**src/rtl/motor_pkg.sv**
```systemverilog
// Shared motor-control constants and the per-channel RUN/DEAD encoding.
// The RPM reader and the PID top use the same package.
package motor_pkg;

    localparam int DATA_WIDTH  = 16;
    localparam int NUM_CHN     = 4;
    localparam int CHN_WIDTH   = (NUM_CHN > 1) ? $clog2(NUM_CHN) : 1;
    localparam int PWM_PERIOD  = 1000;
    localparam int WDT_PERIODS = 64;

    typedef enum logic {
        RUN  = 1'b0,
        DEAD = 1'b1
    } chn_state_e;

endpackage

```
**src/rtl/pwm_channel.sv**
```systemverilog
// One motor channel: abs/saturate, shadow and active duty, RUN/DEAD reversal FSM,
// stale-command watchdog and registered pwm/dir/timeout outputs.
module pwm_channel
    import motor_pkg::*;
#(
    parameter int  DW     = 16,
    parameter int  PERIOD = 1000,
    parameter int  WDT    = 64,
    localparam int CW     = $clog2(PERIOD + 1),
    localparam int WW     = $clog2(WDT + 1)
) (
    input  logic          clk,
    input  logic          rstn,
    input  logic          wr_i,
    input  logic [DW-1:0] data_i,
    input  logic          boundary_i,
    input  logic [CW-1:0] cnt_i,
    output logic          pwm_o,
    output logic          dir_o,
    output logic          timeout_o
);

    logic          sdir_in;
    logic [DW:0]   mag_full;
    logic [CW-1:0] mag;

    logic [CW-1:0] sh_duty, act_duty, duty_nxt;
    logic          sh_dir, act_dir, dir_nxt;
    logic          tmo, pend;
    logic [WW-1:0] wdt, wdt_inc;
    chn_state_e    state, state_nxt;

    // One extra bit so that -2^(DW-1) has a representable magnitude.
    assign sdir_in  = data_i[DW-1];
    assign mag_full = sdir_in ? ({1'b0, ~data_i} + 1'b1) : {1'b0, data_i};
    assign mag      = (mag_full > (DW+1)'(PERIOD)) ? CW'(PERIOD) : mag_full[CW-1:0];

    assign wdt_inc  = (wdt == WW'(WDT)) ? wdt : wdt + 1'b1;

    always_ff @(posedge clk or negedge rstn) begin
        if (!rstn) state <= RUN;
        else       state <= state_nxt;
    end

    // A stale channel holds its state; otherwise any reversal against a live
    // duty, or a second reversal while already dead, (re)starts the dead period.
    always_comb begin
        state_nxt = state;
        if (boundary_i && !(tmo && !pend)) begin
            if (sh_dir != act_dir)
                state_nxt = (state == DEAD || act_duty != '0) ? DEAD : RUN;
            else
                state_nxt = RUN;
        end
    end

    always_comb begin
        duty_nxt = act_duty;
        dir_nxt  = act_dir;
        if (boundary_i) begin
            if (tmo && !pend) begin
                duty_nxt = '0;
            end else begin
                dir_nxt  = sh_dir;
                duty_nxt = (state_nxt == DEAD) ? '0 : sh_duty;
            end
        end
    end

    always_ff @(posedge clk or negedge rstn) begin
        if (!rstn) begin
            sh_duty   <= '0;
            sh_dir    <= 1'b0;
            act_duty  <= '0;
            act_dir   <= 1'b0;
            tmo       <= 1'b0;
            pend      <= 1'b0;
            wdt       <= '0;
            pwm_o     <= 1'b0;
            dir_o     <= 1'b0;
            timeout_o <= 1'b0;
        end else begin
            if (wr_i) begin
                sh_duty <= mag;
                sh_dir  <= sdir_in;
            end
            act_duty <= duty_nxt;
            act_dir  <= dir_nxt;
            if (boundary_i)
                tmo <= pend ? 1'b0 : (wdt_inc == WW'(WDT));
            // A write on the boundary cycle counts toward the following period.
            if (wr_i) begin
                wdt  <= '0;
                pend <= 1'b1;
            end else if (boundary_i) begin
                wdt  <= pend ? '0 : wdt_inc;
                pend <= 1'b0;
            end
            // dir/timeout share the pwm register stage so all three switch together.
            pwm_o     <= (cnt_i < act_duty);
            dir_o     <= act_dir;
            timeout_o <= tmo;
        end
    end

endmodule

```
**src/rtl/motor_pwm_gen.sv**
```systemverilog
// Multi-channel H-bridge PWM generator fed by the time-multiplexed PID output stream.
// Shared period counter and tick here; per-channel work lives in pwm_channel.
module motor_pwm_gen #(
    parameter int  DATA_WIDTH  = motor_pkg::DATA_WIDTH,
    parameter int  NUM_CHN     = motor_pkg::NUM_CHN,
    parameter int  PWM_PERIOD  = motor_pkg::PWM_PERIOD,
    parameter int  WDT_PERIODS = motor_pkg::WDT_PERIODS,
    localparam int CHN_WIDTH   = (NUM_CHN > 1) ? $clog2(NUM_CHN) : 1,
    localparam int CNT_WIDTH   = $clog2(PWM_PERIOD + 1)
) (
    input  logic                  clk,
    input  logic                  rstn,
    input  logic                  u_valid_i,
    input  logic [CHN_WIDTH-1:0]  u_chn_i,
    input  logic [DATA_WIDTH-1:0] u_data_i,
    output logic [NUM_CHN-1:0]    pwm_o,
    output logic [NUM_CHN-1:0]    dir_o,
    output logic [NUM_CHN-1:0]    timeout_o,
    output logic                  period_tick_o
);

    logic [CNT_WIDTH-1:0] cnt;
    logic                 boundary;

    assign boundary = (cnt == CNT_WIDTH'(PWM_PERIOD - 1));

    // Tick is registered so it lines up with the pwm_o sample of cnt==0.
    always_ff @(posedge clk or negedge rstn) begin
        if (!rstn) begin
            cnt           <= '0;
            period_tick_o <= 1'b0;
        end else begin
            cnt           <= boundary ? '0 : cnt + 1'b1;
            period_tick_o <= (cnt == '0);
        end
    end

    // Channel indices past NUM_CHN match no instance and are dropped.
    for (genvar i = 0; i < NUM_CHN; i++) begin : g_chn
        pwm_channel #(
            .DW     (DATA_WIDTH),
            .PERIOD (PWM_PERIOD),
            .WDT    (WDT_PERIODS)
        ) u_chn (
            .clk        (clk),
            .rstn       (rstn),
            .wr_i       (u_valid_i && (u_chn_i == CHN_WIDTH'(i))),
            .data_i     (u_data_i),
            .boundary_i (boundary),
            .cnt_i      (cnt),
            .pwm_o      (pwm_o[i]),
            .dir_o      (dir_o[i]),
            .timeout_o  (timeout_o[i])
        );
    end

endmodule

```
**config.mk**
```make
export PLATFORM = sky130hd
export DESIGN_NAME = motor_pwm_gen
export DESIGN_NICKNAME = d
export VERILOG_FILES = /design/src/rtl/motor_pkg.sv /design/src/rtl/pwm_channel.sv /design/src/rtl/motor_pwm_gen.sv
export SDC_FILE = /design/constraint.sdc
export NUM_CORES = 1
export LEC_CHECK = 0
export ABC_AREA = 1
export CAP_MARGIN = 20
export CORE_ASPECT_RATIO = 0.7
export CORE_MARGIN = 1.5
export CORE_UTILIZATION = 52
export CTS_CLUSTER_SIZE = 28
export DETAILED_ROUTE_END_ITERATION = 8
export PLACE_DENSITY = 0.67
export SYNTH_ARGS = -nofsm -noshare
export SYNTH_HDL_FRONTEND = slang
export SYNTH_HIERARCHICAL = 1
export SYNTH_SLANG_ARGS = --single-unit
```
**constraint.sdc**
```tcl
create_clock -name clk -period 6.15 [get_ports clk]
set_input_delay 1.5375 -clock clk [delete_from_list [all_inputs] [get_ports clk]]
set_output_delay 1.5375 -clock clk [all_outputs]
set_load 0.02 [all_outputs]
```
* After elaboration in Yosys (flattened, before gate mapping)
Cells that the tools add are included.
Word-level totals: register bits 151, input port bits 21
Cells by class: add/sub/neg operators 6, equality and inequality tests 16, bitwise operators 5, multiplexer cells 48, reduce and logical (&&, ||, !) cells 38, magnitude comparators 5
Operator list (number):
- $mux W7 | 16
- $mux W10 | 10
- $eq A7 B7 Y1 const B | 8
- $lt A10 B10 Y1 | 4
- $reduce_bool A10 Y1 | 4
- $add A7 B1 Y7 const B | 4
- $mux W1 | 21
- $add A16 B1 Y17 const B | 1
- $gt A17 B10 Y1 const B | 1
- $mux W17 | 1
- $not A16 Y16 | 1
- $logic_and A1 B1 Y1 | 12
- $add A10 B1 Y10 const B | 1
- $eq A10 B10 Y1 const B | 1
- $logic_not A10 Y1 | 1
- $logic_not A1 Y1 | 8
- $reduce_and A2 Y1 | 4
- $reduce_bool A2 Y1 | 4
- $eq A2 B2 Y1 const B | 2
- $logic_or A1 B1 Y1 | 4
- $ne A1 B1 Y1 | 4
- $not A1 Y1 | 4
- $eq A2 B1 Y1 const B | 1
- $logic_not A2 Y1 | 1

* Logic depth before layout (Yosys ltp)
Gate-level depths: netlist of run 1.
depth in word-level cells 7, mapped depth 14, depth with buffers taken out 14

* Cells and area by module
Netlist of run 1, hierarchy kept.
Modules (own cells, without submodules):
- pwm_channel (g_chn[0].u_chn ...) | sequential area each 875.8 um^2, area each 2296.0 um^2, instances 3, cells each 317
- pwm_channel (g_chn[1].u_chn) | sequential area each 875.8 um^2, area each 2324.7 um^2, instances 1, cells each 326
- motor_pwm_gen | sequential area each 275.3 um^2, area each 659.4 um^2, instances 1, cells each 89

* Least setup slack after synthesis of run 1
No wires, ideal clock.
path type input -> register, from input port u_data_i[0], to register g_chn[0].u_chn.sh_duty[3], slack 3347 ps, stages on the path 13, required time 6037 ps, arrival 2690 ps, cell sequence inv_1 -> ha_1 -> nand2_1 -> nor2_1 -> nand3_1 -> nand2_1 -> nand3_1 -> nand2_1 -> nand3_4 -> nor2_8 -> nand3_1 -> nand2_1 -> inv_1
On the way: longest elaborated chain between the ends 5
RTL lines:
- start, declared | line motor_pwm_gen.sv:15 | input logic [DATA_WIDTH-1:0] u_data_i,
- $not A16 Y16 | line pwm_channel.sv:35 | assign mag_full = sdir_in ? ({1'b0, ~data_i} + 1'b1) : {1'b0, data_i};
- $add A16 B1 Y17 | line pwm_channel.sv:35
- $mux W17 (*) | line pwm_channel.sv:35
- $gt A17 B10 Y1 | line pwm_channel.sv:36 | assign mag = (mag_full > (DW+1)'(PERIOD)) ? CW'(PERIOD) : mag_full[CW-1:0];
- $mux W10 (*) | line pwm_channel.sv:36
- end signal, assigned | line pwm_channel.sv:84 | sh_duty <= mag;
- end, declared | line pwm_channel.sv:27 | logic [CW-1:0] sh_duty, act_duty, duty_nxt;
Mark *: on every way between the ends. The rest lies on a longest branch, timed or not. A chain may end at the register's enable or synchronous reset.

* Final worst setup path of run 1
from input port u_chn_i[0], to register g_chn[1].u_chn.wdt[0]
On the way: longest elaborated chain between the ends 3, elaborated cells between the ends (all ways) 4, classes of those cells eq/ne: 1; mux: 1; reduce/logical: 2
RTL lines:
- start, declared | line motor_pwm_gen.sv:14 | input logic [CHN_WIDTH-1:0] u_chn_i,
- $eq A2 B1 Y1 (*) | line motor_pwm_gen.sv:47 | .wr_i (u_valid_i && (u_chn_i == CHN_WIDTH'(i))),
- $logic_and A1 B1 Y1 (*) | line motor_pwm_gen.sv:47
- $mux W7 / $reduce_bool A2 Y1 (equally long branches)
- end signal, assigned | line pwm_channel.sv:96 | wdt <= pend ? '0 : wdt_inc;
- end, declared | line pwm_channel.sv:30 | logic [WW-1:0] wdt, wdt_inc;
Marked as above.

==> run summary, run 1 <==
The number of sinks on the clock net came out at about 150. The clock tree root buffer cell is sky130_fd_sc_hd__clkbuf_16. The share of the Yosys chip area taken by registers is 38.3%. The final critical path time including I/O delays and setup came out at 4.03 ns. The horizontal die dimension came out at ~170 um. The share of total power consumed by net switching is 26.7%. Dividing the detail-routed wire length by the instance count gives between 10 and 15 um.

The footprint of the flip-flops and latches is 3780 um^2. Setup violations remaining at the end of the flow were counted as 0. The critical path is of the in -> reg type.

In the post-synthesis netlist, the cell with the most instances is sky130_fd_sc_hd__nand2_1. The number of warnings reported in the yosys synthesis log is 6. Buffers inserted to repair hold after CTS numbered 0. The actual transition at the worst max-transition pin is around 1.1 ns. The total negative setup slack is 0 ns. The critical path goes through clkdlybuf4s50_1 -> inv_1 -> nor3_1 -> clkinv_1 -> nand3_1 -> o22ai_1.

On the worst path, the slowest cell contributes a delay of approximately 0.80 ns. In the post-route analysis, the smallest setup slack over all paths is approximately 2.1 ns. Internal power comes to 1.70 mW. After clock tree synthesis, the clock-pin slew on the worst setup and hold paths is approximately 0.070 ns. The clock passes through at most 2 buffers. For the worst setup path, the data required time is 6.44 ns. The clock tree from TritonCTS is done.

The congestion estimate from routability-driven global placement came to around 0.86. The post-placement setup slack came out at 1.61 ns. The height of the die is approximately 120 um. The area inside the core boundary is approximately 18000 um^2. Compared with the post-synthesis result, the final layout area differs by 11.8%. The ratio of total power to cell area is 210 nW/um^2. The maximum frequency from static timing analysis is 0.248 GHz. On the final layout, the worst clock skew is 0.00838 ns. Averaged over all synthesized cells, the footprint is around 7.2 um^2.

The gate count of the mapped netlist came out at 1366. The number of global-route vias before repair is 7809. Counting the buffers created by CTS gives 17. For this run, the leading register cell type out of synthesis is sky130_fd_sc_hd__dfrtp_1.

The wire-length estimate of the detail-placed layout is roughly 17000 um. The slowest stage of the critical path is the sky130_fd_sc_hd__nor3_1 cell. Of all nets on the critical path, the largest fanout is 17. The number of different library cells used by synthesis comes to 36. The async set-reset flop share out of synthesis is 100%.

The effective utilization at floorplan came out at between 50% and 60%. In the routed layout, each cell is associated on average with a via count of approximately 5.2. The count of flip-flops with a built-in enable after synthesis came out at 0. Summing all placed instances gives a cell area of 10400 um^2. The max-capacitance violation count came out at 0. The first global-routing pass estimated a little over 40000 um of wire. Dividing the final minimum period by the clock period gives between 60% and 70%. The combinational group share of total power came out at between 9 and 10%.

The detailed-route wire length came out at 23500 um. The count of final max-slew check failures came out at 0. The initial antenna violation count came out at 0.

The multi-input combinational cell area came out at ~5100 um^2. The part of the total power dissipated in the clock network is between 40% and 50%. The number of nets in the layout is roughly 1500. Setup repair after global routing left no endpoint under its margin.

The pin count of the biggest net entering global routing is ~110. The DRC violations left is 0. The floorplan has about 40 rows.

In this run the static leakage power is ~5.6 nW. By area the synthesized netlist is led by sky130_fd_sc_hd__dfrtp_1 (38%), sky130_fd_sc_hd__nand2_1 (13%), sky130_fd_sc_hd__inv_1 (8.1%), sky130_fd_sc_hd__nand3_1 (7.6%), sky130_fd_sc_hd__ha_1 (6.3%). The final standard cell area without fillers is around 11000 um^2. The worst hold-check slack came out at slightly above 0.4 ns. The antenna diode count came out at 0. The normalized max-slew margin came out at around 28%. For the worst-skew pair, the clock arrives at the later sink with an insertion delay of 0.43 ns. The run finished with clean final reports. STA classifies the critical path startpoint as an input port. The level count of the clock H-tree came out at 4.

The overall routing resource usage is approximately 25%. The detailed-routing iteration count for the pre-antenna-repair pass is 5. The share of Yosys cell area claimed by the top area cell type is 38.3%. The total count of hold-check failures in the final report came out at 0. The capturing element type of the critical path is a flop. The sum of overflow across all layers after global routing is 0.

The number of design-rule violations left by the first detailed-router iteration came out at between 800 and 900. The number of nets with antenna violations after detailed routing is 0. The switching component of the power is 619 uW. The worst endpoint data arrival time is 4.33 ns. The I/O pin count came out at 34.

Summing every instance area after synthesis gives 9870 um^2. Counting every net in the synthesized netlist gives roughly 1400. The count of port buffers added during placement came out at 33. The area of the die came out at between 15000 and 20000 um^2. Cells with a size suffix above 1 make up 9.30% of the layout. The via count is 8598. The count of cells resized by post-cts repair came out at 0.

By count the netlist is led by sky130_fd_sc_hd__nand2_1 (333), sky130_fd_sc_hd__inv_1 (213), sky130_fd_sc_hd__dfrtp_1 (151), sky130_fd_sc_hd__nand3_1 (149), sky130_fd_sc_hd__nor2_1 (115). The worst vdd rail ir drop is roughly 150 uV. The worst hold path belongs to the class reg -> reg. The number of register bits inferred by synthesis came out at between 150 and 200.

The number of inserted filler cells in the final layout came out at 1700. The post-CTS repair timing setup buffer count came out at 0. The portion of total power attributed to sequential cells is ~44%.

sky130_fd_sc_hd__dfrtp_1 takes more of the synthesized area than any other cell.
[metal layers]
layer	up-vias	track usage, %	share of wire, %
met5	-	0	0
met4	0	5.97	1.0
met3	20	4.69	5.7
met2	216	34.7	39
met1	3922	40.5	54
li1	4440	-	-
[cell type report]
cell class | instances | share of cell area (%)
clock buffers | 18 | 3.98
clock inverters | 14 | 1.49
repair buffers | 39 | 3.55
multi-input cells | 962 | 46.4
flip-flops and latches | 151 | 34.2
inverters | 225 | 7.66
well taps | 236 | 2.68
[critical path, delay by kind of cell]
kind,cells,cell delay [ns]
compound gates,1,0.15
simple gates,2,1.27
buf+inv,3,1.37
[through the flow]
step	utilization, %	power (mW)	std cells
after global routing	60.3	2.42	1645
after global placement	56.8	1.26	1612
after detailed placement	56.8	1.26	1612
after floorplan	-	1.18	1366
after CTS	60.1	2.34	1644
final	60.3	2.32	1645
[power by group through the flow]
stage	sequential [mW]	clock (mW)	combinational (mW)
2_1_floorplan	1.04	0	0.141
3_3_place_gp	1.04	0	0.222
3_5_place_dp	1.04	0	0.223
4_1_cts	1.02	1.09	0.225
5_1_grt	1.03	1.13	0.260
6_report	1.02	1.07	0.227
[sequential cells by signal (all words and copies together) (netlist names), 10 cells and up]
signal / cells
g_chn.u_chn/sh_duty: 40
g_chn.u_chn/act_duty: 40
cnt: 10
g_chn.u_chn/wdt: 28
[placed cells by master (no fill, tap or decap), types with 5 or more instances in the layout]
| cell type | n |
|---|---|
| sky130_fd_sc_hd__xor2_1 | 26 |
| sky130_fd_sc_hd__nor2_1 | 115 |
| sky130_fd_sc_hd__ha_1 | 50 |
| sky130_fd_sc_hd__clkbuf_16 | 17 |
| sky130_fd_sc_hd__nand3_1 | 149 |
| sky130_fd_sc_hd__buf_4 | 5 |
| sky130_fd_sc_hd__nor3_1 | 20 |
| sky130_fd_sc_hd__nand2_2 | 25 |
| sky130_fd_sc_hd__xnor2_1 | 8 |
| sky130_fd_sc_hd__inv_6 | 5 |
| sky130_fd_sc_hd__o22ai_1 | 24 |
| sky130_fd_sc_hd__or2_2 | 16 |
| sky130_fd_sc_hd__o21ai_0 | 78 |
| sky130_fd_sc_hd__nand3_4 | 5 |
| sky130_fd_sc_hd__clkdlybuf4s50_1 | 31 |
| sky130_fd_sc_hd__nand3b_1 | 9 |
| sky130_fd_sc_hd__inv_2 | 7 |
| sky130_fd_sc_hd__nand4_1 | 17 |
| sky130_fd_sc_hd__nand2_1 | 333 |
| sky130_fd_sc_hd__dfrtp_1 | 151 |
| sky130_fd_sc_hd__inv_1 | 213 |
| sky130_fd_sc_hd__a21oi_1 | 28 |
| sky130_fd_sc_hd__nor2_2 | 22 |
[logic make-up (layout without fill, tap and decap cells)]
kind of cell / count (synthesis) / after routing / synth area share, %
flip-flops: 151 / 151 / 38.3
AO/OA/AOI/OAI: 149 / 149 / 8.30
adder cells (fa/ha/maj): 50 / 50 / 6.34
XOR/XNOR: 34 / 34 / 3.02
buffers and inverters: 253 / 296 / 9.85
AND/OR/NAND/NOR: 729 / 729 / 34.2
[path summary, 6_finish.rpt]
| check | from | to | slack [ns] | cells past startpoint |
|---|---|---|---|---|
| setup / recovery | u_chn_i[0] | g_chn[1].u_chn/wdt[0] | 2.12 | 6 |
| hold / removal | g_chn[0].u_chn/tmo | g_chn[0].u_chn/timeout_o | 0.41 | 0 |
| setup reg to reg | cnt[1] | g_chn[0].u_chn/act_duty[3] | 2.27 | 12 |
| hold reg to reg | g_chn[0].u_chn/tmo | g_chn[0].u_chn/timeout_o | 0.41 | 0 |
| max in group asynchronous | rstn | g_chn[3].u_chn/wdt[4] | 4.26 | 2 |
| min in group asynchronous | rstn | g_chn[2].u_chn/wdt[3] | 1.00 | 1 |
(Power assumes the default switching activity.)
==> run 2, diff against run 1 <==
PLACE_DENSITY = 0.7   (was 0.67)
clock period = 3.55 ns   (was 6.15 ns; I/O delays follow)
==> run 2 against run 1 <==
  * Global-route usage up 0.57 points
  * Register-to-register slack worse by 1.7 ns
  * Combinational power up 77%
  * Total power up 80%
  * Critical path type is now reg -> reg
  * Die area unchanged
  * Sequential power up 74%
  * Sequential share of layout area down 0.59 points
  * Clock skew up 0.0023 ns
  * Via count up 1.9%
  * Final cell count up 1.2%
  * Cell area up 1.7%
==> run summary, run 2 (synthesis gave the netlist of run 1 again) <==
The utilization after layout came out at roughly three fifths. After routing, the total negative slack on setup checks comes to 0 ns. By startpoint and endpoint, the worst setup path is classified as reg -> reg. The number of nets in the layout came out at about 1500. The number of buffers and inverters on the critical path is 4. The first global-routing pass estimated between 40000 and 50000 um of wire. The number of placement rows is 41. The sort of element at the start of the critical path is a flop. Dividing the detail-routed via count by the number of cells gives ~5.3. The maximum frequency from static timing analysis came out at about 0.34 GHz. The repair_antennas step left the layout with diodes totalling 0. The minimum setup slack among reg-to-reg paths came out at about 0.6 ns. The static leakage power is around 5.7 nW. The I/O pin count is 34. From left edge to right edge, the die measures 168 um.

The ratio of total power to cell area is 373 nW/um^2. Buffers added to address setup during post-CTS repair amount to 0. The final worst clock skew is roughly 0.011 ns. The worst setup path is captured at a flop. The average wire per standard cell came out at ~15 um.

The sum of overflow across all layers after global routing is 0. The largest registers in the layout are g_chn.u_chn/act_duty (40), g_chn.u_chn/sh_duty (40), g_chn.u_chn/wdt (28). The cell class contributing the biggest share of worst-path delay is simple AND/OR/NAND/NOR gates. The number of inserted filler cells in the final layout is 1649.

The detailed-routing iteration count for the pre-antenna-repair pass came out at 5. The initial antenna violation count is 0. Setup repair after global routing left no endpoint under its margin. The multi-input combinational cell area came out at slightly above 5000 um^2. The total power draw is between 4 and 5 mW.

The count of cells in the finished layout, fillers not included, comes to 1665. IR analysis of the VDD net gives a maximum drop of 353 uV. For the pin with the worst max-slew slack, the measured transition is about 0.7 ns. The insertion delay of the later-clocked pin in the worst-skew pair is 0.44 ns. The maximum count of clock buffers along a single path is 2.

The worst endpoint data arrival time is between 3 and 4 ns. The number of global-route vias before repair came out at between 8000 and 9000. The count of port buffers added during placement is 33. Among all stages on the critical path, the largest delay is contributed by sky130_fd_sc_hd__dfrtp_1.

The clock period could shrink to about 3 ns. The largest fanout on the critical path came out at 16. The top cell types in the final layout, fill and taps aside, are sky130_fd_sc_hd__nand2_1 (333), sky130_fd_sc_hd__inv_1 (213), sky130_fd_sc_hd__dfrtp_1 (151). The share of the cycle needed by the critical path after routing is ~83%. The area inside the core boundary came out at ~18000 um^2. The number of hold buffers added after CTS was 0. The half-perimeter wire length after detailed placement came out at around 18000 um. Entering global routing, the biggest net connects 75 pins.

Including well taps, the total number of placed cells is 1633. Setup violations remaining at the end of the flow were counted as 0. The detailed router placed 8765 vias in this run. The number of design-rule violations left by the first detailed-router iteration came out at around 800. The depth of the worst register-to-register path came out at 13. At the end of routability-driven placement, the weighted congestion stood at between 0.9 and 1.

The data required time at the worst endpoint came out at between 3 and 4 ns. The total count of hold-check failures in the final report came out at 0. Traced cell by cell, the critical path runs through ha_1 -> nand2_2 -> nor2_2 -> nand3_4 -> clkinv_2 -> inv_1 -> a21oi_1 -> buf_4 -> inv_1 -> o21ai_0 -> nand2_1 -> nand3_1 -> o21ai_0. Headroom to the max-slew limit came out at between 50% and 60%. The detailed-route wire length came out at about 24000 um. For this run, design rule violations remaining after detail routing come to 0. The number of buffers inserted during clock tree synthesis is 17. The worst hold path belongs to the class in -> async. On the worst path, the slowest cell contributes a delay of ~0.55 ns. The ratio of cells with drive above 1 in the final layout came out at 10.6%.

The level count of the clock H-tree is 4. The number of nets with antenna violations after detailed routing is 0. The count of cells resized by post-cts repair is 0. The area growth from synthesis to layout is 13.7%.

The max-capacitance violation count is 0. The clock transition at the register clock pins on the worst setup and hold paths after CTS is 0.07 ns. The most frequent standard cell in the layout excluding fill and tap cells is sky130_fd_sc_hd__nand2_1. Global routing used between 20 and 30% of the available tracks.

The count of final max-slew check failures came out at 0. The endpoint of the most critical register-to-register path is g_chn[0].u_chn/act_duty[1]. The number of sinks on the clock net is around 150. The finished cells cover roughly 11000 um^2. The clock tree from TritonCTS is done. Summing all flip-flop and latch instances after layout gives around 3800 um^2. The flow ran to the end, and the final reports show no timing, DRC or antenna violations. The placed instances occupy a cell area of roughly 11000 um^2. The worst register-to-register path begins at cnt[1]. The cell sitting at the root of the clock tree is a sky130_fd_sc_hd__clkbuf_16. The area of the die is between 15000 and 20000 um^2. The height of the die came out at 118 um. Once the floorplan was initialized, standard cells occupied a little over half of the core.
-- run 2: cell types whose count changed in the layout (fill, tap and decap cells not counted), sizes merged --
| cell | delta |
|---|---|
| buf | +20 |
| clkbuf | +2 |
| clkinv | -1 |
| inv | -3 |
| bufinv | +2 |
-- run 2: how the worst max path moves through the flow --
stage / start / endpoint / depth (start not counted)
CTS: cnt[1] / g_chn[0].u_chn/act_duty[1] / 13
global placement: u_data_i[0] / g_chn[2].u_chn/sh_duty[8] / 14
detailed placement: u_data_i[0] / g_chn[3].u_chn/sh_duty[5] / 15
floorplan: u_data_i[0] / g_chn[0].u_chn/sh_duty[3] / 13
global route: cnt[7] / g_chn[3].u_chn/act_duty[2] / 12
finish: cnt[1] / g_chn[0].u_chn/act_duty[1] / 13
-- run 2: metal layers --
layer / global-route usage (%) / routed length (um) / part of all wire [%]
met3: 5.19 / 1330 / 5.4
met1: 40.0 / 13000 / 53
met4: 7.21 / 320 / 1.3
met5: 0 / 0 / 0
met2: 36.3 / 9800 / 40
-- run 2: cell type report --
class	count	share of cell area, %
clock buffers	20	4.16
repair buffers	59	4.76
multi-input cells	962	45.6
well taps	236	2.63
clock inverters	12	1.66
flip-flops and latches	151	33.7
inverters	225	7.53
-- run 2: metrics by stage --
stage / hold slack (ns) / worst slack (ns)
global placement: 0.393 / 0.329
finish: 0.345 / 0.593
global route: 0.372 / 0.394
floorplan: 0.374 / 1.40
detailed placement: 0.390 / 0.324
CTS: 0.358 / 0.627
-- run 2: where the power goes --
part | switching (mW) | internal [mW]
Clock | 0.771 | 1.24
Combinational | 0.270 | 0.131
Sequential | 0.0222 | 1.75
Total | 1.06 | 3.13
==> run 3, diff against run 2 <==
clock period = 2.6 ns   (was 3.55 ns; I/O delays follow)
==> run 3 against run 2 <==
  * Critical path depth fell by 1
  * Final cell count increased by 4.8%
  * Largest cell class unchanged
  * Worst setup slack worse by 0.36 ns
  * Clock power grew 20%
  * Die area unchanged
  * Clock skew shrank 0.0024 ns
  * Register-to-register slack worse by 0.36 ns
  * Total power up 32%
==> run summary, run 3 (synthesis gave the netlist of run 1 again) <==
The via-per-instance ratio came out at about 5.2. The clock arrives with 0.00833 ns of skew. Setup repair after global routing left no endpoint under its margin.

In this run the tool buffered the top-level ports with 33 buffer cells. The run finished with clean final reports. The floorplan step defined a die boundary enclosing between 15000 and 20000 um^2.

The average wire per standard cell is 14.2 um. The part of the total power dissipated in the clock network is 44.0%. TritonCTS built the clock tree. Global routing used a little over a quarter of the available tracks. In the routed design, unresolved DRC markers number 0. The number of nets with antenna violations after detailed routing is 0. Hold is met by 0.149 ns. The global-route track usage on met1 came out at between 40 and 50%. Summed over all nets, the switching power comes to approximately 1.5 mW. The portion of total power attributed to sequential cells is ~44%. The maximum count of clock buffers along a single path is 2. The max-capacitance violation count is 0. The final weighted congestion in routability-driven placement is ~0.91. Summed over all layers, the global routing overflow is 0. The I/O pin count came out at 34.

The total power draw came out at between 5 and 6 mW. The count of final max-slew check failures came out at 0. The repair_antennas step left the layout with diodes totalling 0.

The via count came out at between 9000 and 10000. Clock-pin slew was measured on the worst setup and hold paths at 0.07 ns. The worst path in the final design needs a cycle of around 2.4 ns, including I/O delays and setup. STA puts the critical path data arrival time at roughly 2.7 ns.

The detailed-routing iteration count for the pre-antenna-repair pass came out at 5. STA classifies the critical path startpoint as a flop. The normalized max-slew margin is between 60 and 70%.

The initial antenna violation count is 0. The worst setup path is captured at a flop. The insertion delay of the later-clocked pin in the worst-skew pair came out at about 0.43 ns. The ratio of cells with drive above 1 in the final layout came out at 15.4%. The path class of the tightest hold or removal check is in -> async. The pin count of the biggest net entering global routing came out at 57.

The root buffer cell chosen for the clock tree is sky130_fd_sc_hd__clkbuf_16. The met3 capacity usage during global routing is between 4 and 5%. The number of global-route vias before repair came out at around 8400. The ratio of total power to cell area came out at roughly 470 nW/um^2. The data required time at the worst endpoint came out at approximately 2.9 ns. The library cells used most frequently in the layout, excluding fill and tap cells, are sky130_fd_sc_hd__nand2_1 (331), sky130_fd_sc_hd__inv_1 (213), sky130_fd_sc_hd__dfrtp_1 (151). The level count of the clock H-tree came out at 4. The global-route wire length before repair is 42100 um. met1 is the most crowded layer. The library cell used most frequently in the layout, excluding fill and tap cells, is sky130_fd_sc_hd__nand2_1.

The share of the cycle needed by the critical path after routing came out at between 90 and 100%. For the final routed database, the setup TNS stands at 0 ns. For this block, the initial DRC count from the detailed router was around 910. Post-CTS timing repair inserted 0 buffers for setup.

The hold buffer count at cts is 0. The horizontal die dimension came out at between 150 and 200 um. The maximum frequency from static timing analysis is between 0.4 and 0.5 GHz. The number of buffers inserted during clock tree synthesis came out at 17. The floorplan has 41 rows. Global routing consumed, on the met2 layer, a little under two fifths of the routing resources.

For the pin with the worst max-slew slack, the measured transition is ~0.5 ns. The total count of hold-check failures in the final report is 0. The combinational group share of total power came out at around an eighth. The largest fanout on the critical path is 17. The largest registers in the layout are g_chn.u_chn/act_duty (40), g_chn.u_chn/sh_duty (40), g_chn.u_chn/wdt (28). The area inside the core boundary came out at 18300 um^2. The number of sinks on the clock net came out at 151. The count of final setup violators is 0. Net switching is roughly 27% of the power.

The worst setup path is of the reg -> reg kind. The detailed-route wire length is between 20000 and 25000 um. The static leakage power is about 6.1 nW. The number of nets in the layout is roughly 1600. The height of the die is 118 um. Once the floorplan was initialized, standard cells occupied 53.9% of the core. The internal power consumption is about 4.0 mW. From synthesis to final layout, the design area changed by 20.1%. The worst vdd rail ir drop came out at 399 uV.

After legalization and detailed placement, the total HPWL measured roughly 18000 um. At the end of the flow the core is filled with cells to between 60% and 70%.
## run 3: changes by cell type in the layout (fill, tap and decap cells not counted), moves of 3 or more
cell | before | now
sky130_fd_sc_hd__nand2_2 | 25 | 28
sky130_fd_sc_hd__bufinv_16 | 4 | 1
sky130_fd_sc_hd__buf_12 | 1 | 8
sky130_fd_sc_hd__buf_4 | 25 | 97
## run 3: timing repair
action / in CTS / in global routing
gates resized for setup: 0 / 8
setup endpoints to repair: 0 / 36
hold endpoints to repair: 0 / 0
## run 3: final timing paths
kind	start	to	slack, ns	depth (start not counted)
setup / recovery	cnt[0]	g_chn[3].u_chn/act_duty[4]	0.23	12
hold / removal	rstn	g_chn[2].u_chn/timeout_o	0.15	1
setup reg to reg	cnt[0]	g_chn[3].u_chn/act_duty[4]	0.23	12
hold reg to reg	g_chn[0].u_chn/tmo	g_chn[0].u_chn/timeout_o	0.42	0
max in group asynchronous	rstn	g_chn[1].u_chn/sh_duty[5]	1.77	2
min in group clk	g_chn[0].u_chn/tmo	g_chn[0].u_chn/timeout_o	0.42	0
## run 3: metrics by stage
stage	std cells	area, um^2	setup WS (ns)
finish	1745	11900	0.235
global route	1745	11900	0.00514
CTS	1744	11800	0.0710
detailed placement	1712	11300	-0.119
global placement	1712	11300	-0.111
floorplan	1366	9870	0.451
## run 3: layout make-up
class / count / area, um^2
inverters: 225 / 852
flip-flops and latches: 151 / 3780
repair buffers: 138 / 1210
clock buffers: 18 / 439
fillers: 1588 / 6460
well taps: 236 / 295
multi-input cells: 963 / 5130
clock inverters: 14 / 139
## run 3: power by group through the flow
stage / Combinational, mW / Sequential, mW / Clock [mW]
2_1_floorplan: 0.335 / 2.46 / 0
3_3_place_gp: 0.659 / 2.46 / 0
3_5_place_dp: 0.667 / 2.47 / 0
4_1_cts: 0.670 / 2.42 / 2.47
5_1_grt: 0.753 / 2.43 / 2.57
6_report: 0.669 / 2.42 / 2.43
## run 3: critical path, stage by stage, from the launching register on
cell and delay [ns]:
sky130_fd_sc_hd__dfrtp_1 0.35, sky130_fd_sc_hd__ha_1 0.23, sky130_fd_sc_hd__nand2_2 0.11, sky130_fd_sc_hd__nor2_2 0.17, sky130_fd_sc_hd__nand3_4 0.16, sky130_fd_sc_hd__inv_8 0.17
sky130_fd_sc_hd__inv_1 0.13, sky130_fd_sc_hd__a21oi_1 0.22, sky130_fd_sc_hd__inv_1 0.10, sky130_fd_sc_hd__o21ai_1 0.22, sky130_fd_sc_hd__nand2_1 0.17, sky130_fd_sc_hd__nand3_1 0.11
sky130_fd_sc_hd__o21ai_0 0.09
## run 3: routing by layer
| metal | wire (um) | vias to the layer above | share of wire [%] |
|---|---|---|---|
| met5 | 0 | - | 0 |
| met1 | 13200 | 4223 | 53 |
| li1 | - | 4633 | - |
| met2 | 10100 | 244 | 41 |
| met3 | 1350 | 15 | 5.4 |
| met4 | 197 | 0 | 0.79 |
